File: src/rtl/fetch_control.sv
// Fetch/decode/execute sequencer for a small RV64 subset (ld, sd, addi, add, sub).
// Fetches through a req/ack instruction port, decodes into datapath selects,
// and pulses one write enable per instruction.
module fetch_control #(
  parameter logic [63:0] RESET_PC = 64'h0
) (
  input  logic        CLK,
  input  logic        RST_N,
  input  logic        EN,
  output logic        IM_REQ,
  output logic [63:0] IM_ADDR,
  input  logic        IM_ACK,
  input  logic [31:0] IM_DATA,
  output logic [4:0]  rs1,
  output logic [4:0]  rs2,
  output logic [4:0]  rd,
  output logic [11:0] immediate,
  output logic        sub,
  output logic        WE_RF,
  output logic        WE_MEM,
  output logic        RF_din_sel,
  output logic        ULA_din2_sel,
  output logic [63:0] PC,
  output logic        ILLEGAL
);

  typedef enum logic [1:0] {FETCH, DECODE, EXEC, TRAP} state_t;

  state_t      state;
  state_t      state_next;
  logic [31:0] ir;
  logic        started;
  logic        we_rf_q;
  logic        we_mem_q;
  logic        fetch_take;

  logic [6:0]  opcode;
  logic [2:0]  funct3;
  logic [6:0]  funct7;
  logic        dec_legal;
  logic [4:0]  dec_rs1;
  logic [4:0]  dec_rs2;
  logic [4:0]  dec_rd;
  logic [11:0] dec_imm;
  logic        dec_sub;
  logic        dec_rf_sel;
  logic        dec_ula_sel;
  logic        dec_we_rf;
  logic        dec_we_mem;

  assign opcode = ir[6:0];
  assign funct3 = ir[14:12];
  assign funct7 = ir[31:25];

  // Requests only after the first enabled edge out of reset, so reset forces IM_REQ low at once.
  assign IM_REQ     = (state == FETCH) && EN && started;
  assign IM_ADDR    = PC;
  assign fetch_take = IM_REQ && IM_ACK;
  assign WE_RF      = (state == EXEC) && we_rf_q;
  assign WE_MEM     = (state == EXEC) && we_mem_q;
  assign ILLEGAL    = (state == TRAP);

  // Instruction decoder: anything outside the four supported encodings is illegal.
  always_comb begin
    dec_legal   = 1'b0;
    dec_rs1     = ir[19:15];
    dec_rs2     = ir[24:20];
    dec_rd      = ir[11:7];
    dec_imm     = ir[31:20];
    dec_sub     = 1'b0;
    dec_rf_sel  = 1'b0;
    dec_ula_sel = 1'b0;
    dec_we_rf   = 1'b0;
    dec_we_mem  = 1'b0;
    case (opcode)
      7'b0000011: begin
        if (funct3 == 3'b011) begin
          dec_legal   = 1'b1;
          dec_ula_sel = 1'b1;
          dec_we_rf   = (ir[11:7] != 5'd0);
        end
      end
      7'b0100011: begin
        if (funct3 == 3'b011) begin
          dec_legal   = 1'b1;
          dec_imm     = {ir[31:25], ir[11:7]};
          dec_rd      = 5'd0;
          dec_ula_sel = 1'b1;
          dec_we_mem  = 1'b1;
        end
      end
      7'b0010011: begin
        if (funct3 == 3'b000) begin
          dec_legal   = 1'b1;
          dec_rf_sel  = 1'b1;
          dec_ula_sel = 1'b1;
          dec_we_rf   = (ir[11:7] != 5'd0);
        end
      end
      7'b0110011: begin
        if ((funct3 == 3'b000) && ((funct7 == 7'b0000000) || (funct7 == 7'b0100000))) begin
          dec_legal  = 1'b1;
          dec_imm    = 12'd0;
          dec_rf_sel = 1'b1;
          dec_sub    = ir[30];
          dec_we_rf  = (ir[11:7] != 5'd0);
        end
      end
      default: dec_legal = 1'b0;
    endcase
  end

  // Next-state logic for the fetch/decode/execute sequence.
  always_comb begin
    state_next = state;
    case (state)
      FETCH:   if (fetch_take) state_next = DECODE;
      DECODE:  state_next = dec_legal ? EXEC : TRAP;
      EXEC:    state_next = FETCH;
      TRAP:    state_next = TRAP;
      default: state_next = FETCH;
    endcase
  end

  // State register.
  always_ff @(posedge CLK or negedge RST_N) begin
    if (!RST_N) state <= FETCH;
    else        state <= state_next;
  end

  // PC, instruction register and decoded fields, held stable from EXEC until the next decode.
  always_ff @(posedge CLK or negedge RST_N) begin
    if (!RST_N) begin
      PC           <= RESET_PC;
      ir           <= 32'd0;
      started      <= 1'b0;
      rs1          <= 5'd0;
      rs2          <= 5'd0;
      rd           <= 5'd0;
      immediate    <= 12'd0;
      sub          <= 1'b0;
      RF_din_sel   <= 1'b0;
      ULA_din2_sel <= 1'b0;
      we_rf_q      <= 1'b0;
      we_mem_q     <= 1'b0;
    end else begin
      started <= started | EN;
      if (fetch_take) ir <= IM_DATA;
      if ((state == DECODE) && dec_legal) begin
        rs1          <= dec_rs1;
        rs2          <= dec_rs2;
        rd           <= dec_rd;
        immediate    <= dec_imm;
        sub          <= dec_sub;
        RF_din_sel   <= dec_rf_sel;
        ULA_din2_sel <= dec_ula_sel;
        we_rf_q      <= dec_we_rf;
        we_mem_q     <= dec_we_mem;
      end
      if (state == EXEC) PC <= PC + 64'd4;
    end
  end

endmodule

File: config.mk
export PLATFORM = sky130hd
export DESIGN_NAME = fetch_control
export DESIGN_NICKNAME = d
export VERILOG_FILES = /design/src/rtl/fetch_control.sv
export SDC_FILE = /design/constraint.sdc
export NUM_CORES = 1
export LEC_CHECK = 0
export CORE_MARGIN = 1
export CORE_UTILIZATION = 45
export DETAILED_ROUTE_END_ITERATION = 7
export PLACE_DENSITY = 0.86
export SETUP_SLACK_MARGIN = 0.15
export SLEW_MARGIN = 20
export SYNTH_ARGS = -nofsm -noshare
export SYNTH_HDL_FRONTEND = slang
export SYNTH_SLANG_ARGS = --single-unit
File: constraint.sdc
create_clock -name CLK -period 2.86 [get_ports CLK]
set_input_delay 0.715 -clock CLK [delete_from_list [all_inputs] [get_ports CLK]]
set_output_delay 0.715 -clock CLK [all_outputs]
set_load 0.01 [all_outputs]
Word-level counts from Yosys, hierarchy flattened
Cells that the tools add are included.
{ "op_classes": {"add_sub_neg": 1, "n_eq_ne": 10, "mux": 21, "bitwise": 1, "n_reduce_logical": 13} }
{ "ops": {"columns": ["op", "count"], "rows": [
  ["64-bit by 3-bit adder with 64-bit output (second input constant)", 1],
  ["12-bit case mux with 2 select lines", 1],
  ["7-bit by 6-bit == test with 1-bit output (second input constant)", 3],
  ["5-bit 2-to-1 mux", 3],
  ["12-bit 2-to-1 mux", 1],
  ["1-bit 2-to-1 mux", 10],
  ["2-bit case mux with 4 select lines", 1],
  ["7-bit by 2-bit == test with 1-bit output (second input constant)", 1],
  ["7-bit by 5-bit == test with 1-bit output (second input constant)", 1],
  ["1-bit logical AND", 7],
  ["7-bit zero test", 1],
  ["1-bit case mux with 3 select lines", 2],
  ["5-bit nonzero test", 1],
  ["2-bit == test (second input constant)", 2],
  ["1-bit case mux with 2 select lines", 2],
  ["3-bit by 2-bit == test with 1-bit output (second input constant)", 1],
  ["3-bit zero test", 1],
  ["2-bit by 1-bit == test with 1-bit output (second input constant)", 1],
  ["2-bit zero test", 1],
  ["2-bit 2-to-1 mux", 1],
  ["2-bit != test (second input constant)", 1],
  ["2-bit OR reduction", 1],
  ["1-bit logical OR", 1],
  ["1-bit bitwise OR", 1]
]} }
{ "word_totals": {"regBits": 131, "input_bits": 36, "output_inout_bits": 162, "wordCells": 59} }

Depth between registers and ports, before layout
{ "depth": {"word_depth": 7, "depth_mapped": 7, "ltp_nobuf": 6} }

Worst setup path before layout
OpenSTA, ideal clock, no wires.
{ "synth_path": {"kind": "register to register", "from": "reg ir[2]", "to": "reg immediate[11]", "setup_ns": 0.125, "t_arrival_ns": 1.961, "required_time_ns": 2.735, "path_slack_ns": 0.774, "stages_incl_launch_ff": 6, "n_path_buf": 1, "synth_period_minus_slack_ns": 2.086, "path_cell_list": "dfrtp_1 and4bb_2 or4b_4 a211oi_4 buf_6 mux2_2"} }
{ "synth_via": {"elab_chain_len": 4, "word_cells_on_any_way": 8, "classes_between": "eq/ne (4); mux (2); reduce/logical (2)"} }
{ "synth_rtl": {"columns": ["element", "line", "source"], "rows": [
  ["start, declared", "31", "logic [31:0] ir;"],
  ["start signal, assigned", "135", "ir <= 32'd0;"],
  ["start signal, assigned", "148", "if (fetch_take) ir <= IM_DATA;"],
  ["7-bit by 6-bit == test with 1-bit output or 7-bit by 2-bit == test with 1-bit output (tied branches)", "75", "case (opcode)"],
  ["2-bit OR reduction (no source line)", null, null],
  ["1-bit case mux with 3 select lines", "75", null],
  ["1-bit logical AND", "149", "if ((state == DECODE) && dec_legal) begin"],
  ["end signal, assigned", "153", "immediate <= dec_imm;"],
  ["end, declared", "17", "output logic [11:0] immediate,"]
]} }
Several ways; a longest one is shown, not always the timed one.
A chain may end at the register's enable or synchronous reset.

Worst setup path after layout
{ "layout_path": {"from": "reg state[1]", "to": "out WE_MEM"} }
{ "layout_via": {"elab_chain_len": 2} }
{ "layout_rtl": {"columns": ["element", "line", "source"], "rows": [
  ["start, declared", "29", "state_t state;"],
  ["start signal, assigned", "128", "else state <= state_next;"],
  ["2-bit == test", "60", "assign WE_MEM = (state == EXEC) && we_mem_q;"],
  ["1-bit logical AND", "60", null],
  ["end, declared", "20", "output logic WE_MEM,"]
]} }
No other way between the ends.

==> flow_summary.json <==
{
  "wl_um": 14100,
  "peakVddDrop_uv": 360,
  "postSynthCellCount": 530,
  "syn2layout_area_growth_pct": 38.1,
  "drive_gt1_share_pct": 15.0,
  "synth_area_um2": 6120,
  "dr.pass1.iters": 4,
  "final_common_cell": "clkdlybuf4s50_1",
  "period_share_pct": 88.7,
  "skew_ns": 0.00539,
  "diodes": 0,
  "vias": 4454,
  "leakagePower_nw": 3.78,
  "arrival_ns": 1.82,
  "yosysTopAreaCell": "dfrtp_1",
  "clock-sinks": 129,
  "finalNetCount": 711,
  "clockBufferDepth": 2,
  "maxCapViolCount": 0,
  "top_layer": "met4",
  "die-height_um": 119,
  "power_w": 0.00428,
  "coreArea_um2": 13200,
  "cp-end-kind": "primary output",
  "ant_nets": 0,
  "numCtsBuffers": 17,
  "hpwl_um": 10200,
  "worstSkewPairLatency_ns": 0.41,
  "cts_setup_buffers": 0,
  "grt_overflow": 0,
  "floorplan.initialDensity_pct": 46.2,
  "status": "completed",
  "met3WireLength_um": 995,
  "ioPinCount": 198,
  "worstPathMaxFanout": 6,
  "setup_viol_count_final": 0,
  "slew_viol_final": 0,
  "final-hold-violation-count": 0,
  "hold_slack_ns": 0.260,
  "maxSlewHeadroom_pct": 65.1,
  "holdBufCountCts": 0,
  "final_cell_mix": "clkdlybuf4s50_1, dfrtp_1, mux2_2",
  "gp_congestion": 0.864,
  "ff2ff_path_depth": 5,
  "rsz0062_at_grt": "false",
  "reg2reg_from": "ir[3]$_DFFE_PN0P_",
  "power_density_nw_per_um2": 507,
  "cts_tree": "done",
  "fin_tns_setup_ns": 0,
  "dr.first_iter.drc_count": 213,
  "final_cells": 863,
  "htree_levels": 4,
  "place_inst": 831,
  "syn_area_per_cell_um2": 11.5,
  "grt_pass1_wl_um": 22900,
  "vias_per_cell": 5.16,
  "port_buffers": 193,
  "ff2ff_setup_slack_ns": 0.52,
  "die_width_um": 119,
  "synth.distinct_cells": 43,
  "ys_seq_area_share_pct": 52.8,
  "antenna_found_initial": 0,
  "fin_crit_ns": 2.54,
  "synth-seq-cells": 129,
  "synth-warning-count": 0,
  "criticalPathCategory": "reg -> out",
  "wl_met2_um": 7420,
  "grt_start_max_net_pins": 75,
  "startpoint_type": "flop",
  "hp-class": "in -> async",
  "path_clk_slew_ns": 0.06,
  "synth_area_leaders": "dfrtp_1, mux2_2, buf_4, xnor2_1, xor2_1",
  "row_count": 42,
  "cts_root_buffer": "clkbuf_16",
  "fmax_mhz": 394,
  "drcViolationCount": 0,
  "track_usage_pct": 20.8,
  "synth_top_area_share_pct": 52.8,
  "wirelength_met1_um": 5470,
  "tightest_slew_ns": 0.520,
  "cp.required_ns": 2.14,
  "reg2reg_to": "rs2[2]$_DFFE_PN0P_",
  "die_area_um2": 14100,
  "grt_pass1_vias": 4570,
  "routedWlPerCell_um": 16.4
}
## flip-flops by register name (all words and copies together), names as in the netlist
name          flops
immediate        12
ir               32
started           1
rs1               5
rd                5
we_mem_q          1
state             2
sub               1
ULA_din2_sel      1
RF_din_sel        1
rs2               5
we_rf_q           1
IM_ADDR          62
## final cells by class
type,instances,area (um2)
fill,991,4790
sequential,129,3230
multi-input combinational,312,2280
timing repair buffer,202,2020
clock buffer,22,474
tap,176,220
clock inverter,10,180
inverter,12,45.0
## worst max-delay path by stage
| stage | from | depth (start not counted) | slack (ns) | endpoint |
|---|---|---|---|---|
| final | state[1]$_DFFE_PN0P_ | 3 | 0.32 | WE_MEM |
| after global routing | state[1]$_DFFE_PN0P_ | 3 | 0.21 | WE_MEM |
| after CTS | state[1]$_DFFE_PN0P_ | 3 | 0.28 | WE_MEM |
| after detailed placement | EN | 4 | 0.11 | IM_REQ |
| after global placement | EN | 4 | 0.16 | IM_REQ |
| after floorplan | ir[2]$_DFFE_PN0P_ | 5 | 0.77 | immediate[11]$_DFFE_PN0P_ |
## through the flow
stage          setup slack [ns]  cell area (um2)  util (%)
2_1_floorplan             0.774             6130         -
3_3_place_gp              0.158             7800      58.9
3_5_place_dp              0.112             7800      58.9
4_1_cts                   0.282             8450      63.8
5_1_grt                   0.209             8450      63.8
6_report                  0.322             8450      63.8
## what timing repair did
| item | 4_1_cts | 5_1_grt |
|---|---|---|
| hold endpoints to repair | 0 | 0 |
| resized for setup | 1 | 0 |
| endpoints found under the setup margin | 1 | 0 |
## logic make-up (layout without fill, tap and decap cells)
kind of cell	Yosys count	count (layout)	synth area share (%)
buffers and inverters	92	246	10.1
AO/OA/AOI/OAI	20	20	2.09
other	1	4	0.0613
multiplexers	53	53	9.73
flip-flops	129	129	52.8
XOR/XNOR	61	61	8.73
adder cells (fa/ha/maj)	1	1	0.204
AND/OR/NAND/NOR	173	173	16.3
## cell usage after synthesis, drive strengths merged
cell / number
mux2: 52
clkbuf: 5
a21o: 1
or4: 2
or2: 5
nor2: 25
inv: 12
nor3b: 2
a211oi: 2
nand2: 28
and2: 6
mux2i: 1
and4bb: 1
xor2: 23
conb: 1
nand2b: 4
or4b: 2
nor3: 12
nand4b: 2
and4: 7
a31oi: 5
nand4: 26
o22ai: 1
nor4bb: 1
nor4: 7
nand3: 30
and3: 11
ha: 1
a21oi: 3
dfrtp: 129
o21ai: 8
buf: 75
xnor2: 38
nand3b: 1
nor2b: 1
## power breakdown
part | switching (W) | internal (W) | total (W)
clock | 0.000757 | 0.00161 | 0.00237
combinational | 0.0000440 | 0.0000452 | 0.0000892
sequential | 0.0000000000000000000113 | 0.00183 | 0.00183
total | 0.000801 | 0.00348 | 0.00428
## critical path, stage by stage, from the launching register on
cell,delay (ns)
dfrtp_1,0.43
nor2b_1,0.24
and2_1,0.15
clkdlybuf4s50_1,0.58
## layer usage
| metal | up-vias | track usage [%] |
|---|---|---|
| met5 | - | 0 |
| met3 | 19 | 5.98 |
| met4 | 0 | 9.02 |
| met2 | 187 | 36.7 |
| met1 | 2189 | 23.1 |
| li1 | 2059 | - |
Note: power is estimated with default switching activity, not from simulation.
